--- src/rtl/task_test_core.sv ---
// Four-channel pulse monitor: synchronises each bit of `a`, strobes on edges,
// counts rising edges and measures the high width of every pulse in Clk cycles.
module task_test_core #(
    parameter int SYNC_STAGES = 2,
    parameter int CNT_W       = 8,
    parameter int WID_W       = 16
) (
    input  logic                 Clk,
    input  logic                 Reset,
    input  logic [3:0]           a,
    output logic [3:0]           rise_pulse,
    output logic [3:0]           fall_pulse,
    output logic [4*CNT_W-1:0]   rise_cnt,
    output logic [4*WID_W-1:0]   width,
    output logic [3:0]           width_valid
);

    localparam int ARM_MAX = SYNC_STAGES + 1;
    localparam int ARM_W   = $clog2(SYNC_STAGES + 2);

    logic [ARM_W-1:0] arm_cnt_reg;
    logic             armed;

    // Edges are ignored until the chain and prev flop reflect the real input level.
    assign armed = (arm_cnt_reg == ARM_W'(ARM_MAX));

    always_ff @(posedge Clk or posedge Reset) begin
        if (Reset) begin
            arm_cnt_reg <= '0;
        end else if (!armed) begin
            arm_cnt_reg <= arm_cnt_reg + ARM_W'(1);
        end
    end

    genvar gi;
    generate
        for (gi = 0; gi < 4; gi++) begin : g_ch
            logic [SYNC_STAGES-1:0] sync_reg;
            logic                   prev_reg;
            logic                   rise_reg;
            logic                   fall_reg;
            logic                   wv_reg;
            logic [CNT_W-1:0]       cnt_reg;
            logic [WID_W-1:0]       wcnt_reg;
            logic [WID_W-1:0]       width_reg;
            logic                   s;
            logic                   rise;
            logic                   fall;

            assign s    = sync_reg[SYNC_STAGES-1];
            assign rise = armed & s & ~prev_reg;
            assign fall = armed & ~s & prev_reg;

            always_ff @(posedge Clk or posedge Reset) begin
                if (Reset) begin
                    sync_reg  <= '0;
                    prev_reg  <= 1'b0;
                    rise_reg  <= 1'b0;
                    fall_reg  <= 1'b0;
                    wv_reg    <= 1'b0;
                    cnt_reg   <= '0;
                    wcnt_reg  <= '0;
                    width_reg <= '0;
                end else begin
                    sync_reg <= {sync_reg[SYNC_STAGES-2:0], a[gi]};
                    prev_reg <= s;
                    rise_reg <= rise;
                    fall_reg <= fall;
                    wv_reg   <= 1'b0;
                    if (rise) begin
                        cnt_reg  <= cnt_reg + CNT_W'(1);
                        wcnt_reg <= WID_W'(1);
                    end else if (fall) begin
                        // A zero count means no rise was seen since arming: nothing to report.
                        if (wcnt_reg != '0) begin
                            width_reg <= wcnt_reg;
                            wv_reg    <= 1'b1;
                        end
                        wcnt_reg <= '0;
                    end else if (s && prev_reg && (wcnt_reg != '0) && (wcnt_reg != '1)) begin
                        wcnt_reg <= wcnt_reg + WID_W'(1);
                    end
                end
            end

            assign rise_pulse[gi]              = rise_reg;
            assign fall_pulse[gi]              = fall_reg;
            assign width_valid[gi]             = wv_reg;
            assign rise_cnt[gi*CNT_W +: CNT_W] = cnt_reg;
            assign width[gi*WID_W +: WID_W]    = width_reg;
        end
    endgenerate

endmodule

--- config.mk ---
export PLATFORM = sky130hd
export DESIGN_NAME = task_test_core
export DESIGN_NICKNAME = d
export VERILOG_FILES = /design/src/rtl/task_test_core.sv
export SDC_FILE = /design/constraint.sdc
export NUM_CORES = 1
export LEC_CHECK = 0
export BUFFER_PORTS_ARGS = -buffer_cell sky130_fd_sc_hd__buf_2
export CORE_AREA = 2 2 168 170
export CTS_CLUSTER_DIAMETER = 40
export CTS_CLUSTER_SIZE = 10
export DETAILED_ROUTE_END_ITERATION = 12
export DIE_AREA = 0 0 170 172
export MAX_ROUTING_LAYER = met4
export PLACE_DENSITY_LB_ADDON = 0.08
export SLEW_MARGIN = 40
export SYNTH_ARGS = -nofsm -noshare
export SYNTH_HDL_FRONTEND = slang
export SYNTH_SLANG_ARGS = --single-unit
--- constraint.sdc ---
create_clock -name Clk -period 6.9 [get_ports Clk]
set_input_delay 1.035 -clock Clk [delete_from_list [all_inputs] [get_ports Clk]]
set_output_delay 1.035 -clock Clk [all_outputs]
set_load 0.01 [all_outputs]
Word level (Yosys, flattened, before mapping):

Index checks and enable logic that the tools add are counted.

* add/sub/neg operators: 9
* equality and inequality tests: 5
* muxes and demuxes: 24
* bitwise logic cells: 28
* reduce and logical (&&, ||, !) cells: 24

Operators with widths (count)
* $mux W16: 12
* $add A16 B1 Y16 const B: 4
* $ne A16 B16 Y1 const B: 4
* $reduce_bool A16 Y1: 4
* $add A8 B1 Y8 const B: 4
* $and A1 B1 Y1: 16
* $logic_and A1 B1 Y1: 12
* $mux W1: 12
* $not A1 Y1: 12
* $reduce_and A3 Y1: 4
* $reduce_bool A3 Y1: 4
* $add A2 B1 Y2 const B: 1
* $eq A2 B2 Y1 const B: 1

* flip-flop bits (word level): 186
* output and inout port bits: 108
* word-level logic and storage cells: 123

Logic depth before layout (Yosys ltp):

* word-level depth: 6
* gate-level depth with buffers: 10
* mapped depth without buffers: 7

Worst setup path after synthesis:

No wires, ideal clock.

* kind: register to register
* start point: register g_ch[0].wcnt_reg[0]
* end point: register g_ch[0].wcnt_reg[1]
* library setup time: 122 ps
* arrival time: 1909 ps
* data required time: 6778 ps
* slack: 4869 ps
* cell stages (with the launch flop): 8
* period minus slack after synthesis: 2031 ps
* path through: dfrtp_1 -> ha_1 -> and2_0 -> and4_1 -> clkbuf_1 -> a21oi_1 -> o21ai_0 -> a32o_1

* longest elaborated chain between the ends: 4

RTL lines
* from (decl): line 44 `logic [WID_W-1:0] wcnt_reg;`
* from (signal assigned): line 81 `wcnt_reg <= wcnt_reg + WID_W'(1);`
* $add A16 B1 Y16 or $reduce_bool A16 Y1 (tied branches): line 81, 80
* $mux W16 or $logic_and A1 B1 Y1 (tied branches): line 80 `end else if (s && prev_reg && (wcnt_reg != '0) && (wcnt_reg != '1)) begin`
* $mux W16 or $logic_and A1 B1 Y1 (tied branches): line 73, 80
* $mux W16 or $reduce_bool A3 Y1 (tied branches)

Parallel ways exist; a longest one is shown, timed or not. The select of a mux whose other input is x is not followed.
A chain may end at the register's enable or synchronous reset.

Worst setup path in the final report:

* start point: register g_ch[0].wcnt_reg[0]
* end point: register g_ch[0].wcnt_reg[0]

Same word-level chain as after synthesis.

==> impl_metrics.json <==
{
  "clkPwrFrac_pct": 38.3,
  "worst_pin_slew_ns": 0.733,
  "hp-start": "g_ch[0].sync_reg[0]$_DFF_PP0_",
  "die_area_mm2": 0.0292,
  "initial_core_util_pct": 30.6,
  "synth_seq_area_share_pct": 55.4,
  "path_clk_slew_ns": 0.07,
  "chipWidth_um": 170,
  "synth_edf_count": 0,
  "syn_nets": 771,
  "antenna_found_initial": 1,
  "first_global_vias": 6032,
  "rr_startpoint": "g_ch[0].wcnt_reg[0]$_DFFE_PP0P_",
  "synth_top_family_by_area": "simple AND/OR/NAND/NOR gates",
  "drt-pass1-iter-count": 4,
  "p_seq_share_pct": 47.3,
  "p_sw_share_pct": 28.5,
  "vias_per_cell": 5.02,
  "total_power_mw": 2.72,
  "m1WireLength_um": 9330,
  "vdd_drop_max_uv": 108,
  "synth_compound_area_share_pct": 8.45,
  "layout.nets": 862,
  "grt_usage_pct": 14.2,
  "crit_fanout": 7,
  "finalSetupTns_ns": 0,
  "cts_setup_buffers": 0,
  "die_y_um": 172,
  "skew_ns": 0.0187,
  "relSlewSlack_pct": 50.8,
  "synth.area.mux_share_pct": 8.93,
  "worst_ep_required_time_ns": 7.23,
  "numPortBuffers": 113,
  "synthFlopType": "dfrtp_1",
  "slew_violations": 0,
  "grt_max_degree": 116,
  "setup_violations": 0,
  "ys_ff_latch": 186,
  "synth_top_area_share_pct": 55.4,
  "ctsHoldBuffers": 0,
  "path_cells": "ha_1 -> and2_0 -> and4_1 -> a21oi_1 -> a211oi_1 -> a311oi_1",
  "area_growth_pct": 16.8,
  "ys_warn_count": 0,
  "internal_power_mw": 1.95,
  "fin_crit_sh_pct": 35.2,
  "critPathSlowestCell": "a21oi_1",
  "synthSimpleGateAreaFrac_pct": 17.8,
  "antenna_left": 0,
  "clockRootBuffer": "clkbuf_16",
  "drc": 0,
  "ys_top_cells_by_area": "dfrtp_1 (55%), mux2_2 (7.4%), nand2_1 (3.4%)",
  "critPathLaunchType": "flip-flop",
  "clk_latency_ns": 0.43,
  "synth_area_leader_cell": "dfrtp_1",
  "first_iter_violations": 414,
  "p_sw_mw": 0.777,
  "grt_pass1_wl_um": 32400,
  "critPathKind": "reg -> reg",
  "end_kind": "flip-flop",
  "synthAdderAreaFrac_pct": 1.94,
  "synth_cell_types": 58,
  "synth-async-reset-ratio_pct": 100,
  "cts_tree": "yes",
  "crit_buf_inv": 0,
  "routedWlPerCell_um": 16.0,
  "finalHoldViolations": 0,
  "dr_wl_met2_um": 8780,
  "path_delay_family": "compound AO/OA/AOI/OAI gates",
  "combPwrFrac_pct": 14.4,
  "hpwl_um": 13300,
  "synth_xor_area_share_pct": 3.65,
  "top_layer_used": "met4",
  "p_leak_nw": 4.68,
  "hold_class": "reg -> reg",
  "rows": 61,
  "vias": 6040,
  "crit_start": "g_ch[0].wcnt_reg[0]$_DFFE_PP0P_",
  "synth_area_mm2": 0.00840,
  "outcome": "finished clean",
  "maxCapViolCount": 0,
  "finalCriticalPeriod_ns": 2.43,
  "io_pins": 114,
  "max_freq_mhz": 412,
  "cts.sinks": 186,
  "h-tree-depth": 4,
  "gr-total-overflow": 0,
  "met3WireLength_um": 747,
  "cts_resized": 0,
  "rsz0062_at_grt": "false",
  "core_area_mm2": 0.0275,
  "avgSynthCellArea_um2": 11.2,
  "cp_slowest_stage_delay_ns": 0.54,
  "cts_buffers": 17,
  "place.gp.congestion": 0.826,
  "max-clock-path-buffers": 2,
  "utilization_pct": 35.7,
  "cp_data_arrival_time_ns": 2.76,
  "hold_slack_ns": 0.348,
  "routed_wl_um": 19200,
  "netlist_instances": 752,
  "drive_above_1_share_pct": 25.6,
  "power_density_mw_per_mm2": 278
}
power groups by stage:
| stage | sequential (mW) | clock, mW | combinational (mW) |
|---|---|---|---|
| after floorplan | 1.33 | 0 | 0.226 |
| after global placement | 1.30 | 0 | 0.393 |
| after detailed placement | 1.31 | 0 | 0.401 |
| after CTS | 1.29 | 1.08 | 0.402 |
| after global routing | 1.31 | 1.13 | 0.445 |
| final | 1.29 | 1.04 | 0.392 |
per-layer routing:
metal  global-route usage [%]  vias up
li1                         -     2891
met1                     19.4     3010
met2                     21.2      119
met3                     3.07       20
met4                     4.65        0
met5                        -        -
kinds of logic (layout without fill, tap and decap cells):
logic type / count (synthesis) / count (layout)
xor gates and xnor gates: 35 / 35
AOI/OAI and AO/OA: 112 / 112
other: 0 / 1
and+or+nand+nor: 278 / 278
DFF: 186 / 186
muxes: 68 / 68
adders and majority gates: 13 / 13
buffers and inverters: 60 / 164
cell usage in the layout (no fill, tap or decap), types with 11 or more instances in the layout:
master       n
a21oi_1     30
and3_1      14
and4_1      11
buf_2      113
clkbuf_16   17
dfrtp_1    186
ha_1        13
inv_1       17
mux2_2      55
mux2i_1     13
nand2_1     76
nand3_1     39
nand4_1     25
nor2_1      33
nor4_1      17
o211ai_1    12
o21ai_0     29
o31ai_1     18
or3_1       14
or4_1       11
xnor2_1     24
xor2_1      11
layout make-up:
| type | instances | area [um2] |
|---|---|---|
| sequential | 186 | 4650 |
| clock buffer | 20 | 467 |
| antenna | 1 | 2.50 |
| fill | 2761 | 17700 |
| clock inverter | 12 | 160 |
| tap | 346 | 433 |
| multi-input combinational | 506 | 3440 |
| timing repair buffer | 114 | 577 |
| inverter | 18 | 80.1 |
synthesized netlist by cell type (13+ instances only):
cell type / count
a21oi_1: 30
and3_1: 14
buf_4: 15
dfrtp_1: 186
ha_1: 13
inv_1: 18
mux2_2: 55
mux2i_1: 13
nand2_1: 77
nand3_1: 39
nand4_1: 25
nor2_1: 33
nor4_1: 17
o21ai_0: 30
o31ai_1: 18
or3_1: 14
xnor2_1: 24
metrics by stage:
step,instances,cell area [um2],setup WS [ns]
finish,1203,9810,4.47
global route,1203,9810,4.20
CTS,1202,9790,4.26
detailed placement,1170,9170,4.27
global placement,1170,9160,4.16
floorplan,752,8400,0.808
final timing paths:
kind	end	slack [ns]	cells past startpoint
max reg2reg	g_ch[0].wcnt_reg[0]$_DFFE_PP0P_	4.47	6
min in group asynchronous	g_ch[2].cnt_reg[3]$_DFFE_PP0P_	0.69	2
min	g_ch[0].sync_reg[1]$_DFF_PP0_	0.35	0
max	g_ch[0].wcnt_reg[0]$_DFFE_PP0P_	4.47	6
min reg2reg	g_ch[0].sync_reg[1]$_DFF_PP0_	0.35	0
max in group asynchronous	g_ch[1].cnt_reg[7]$_DFFE_PP0P_	5.11	3
Power figures use the tool's default switching activity.
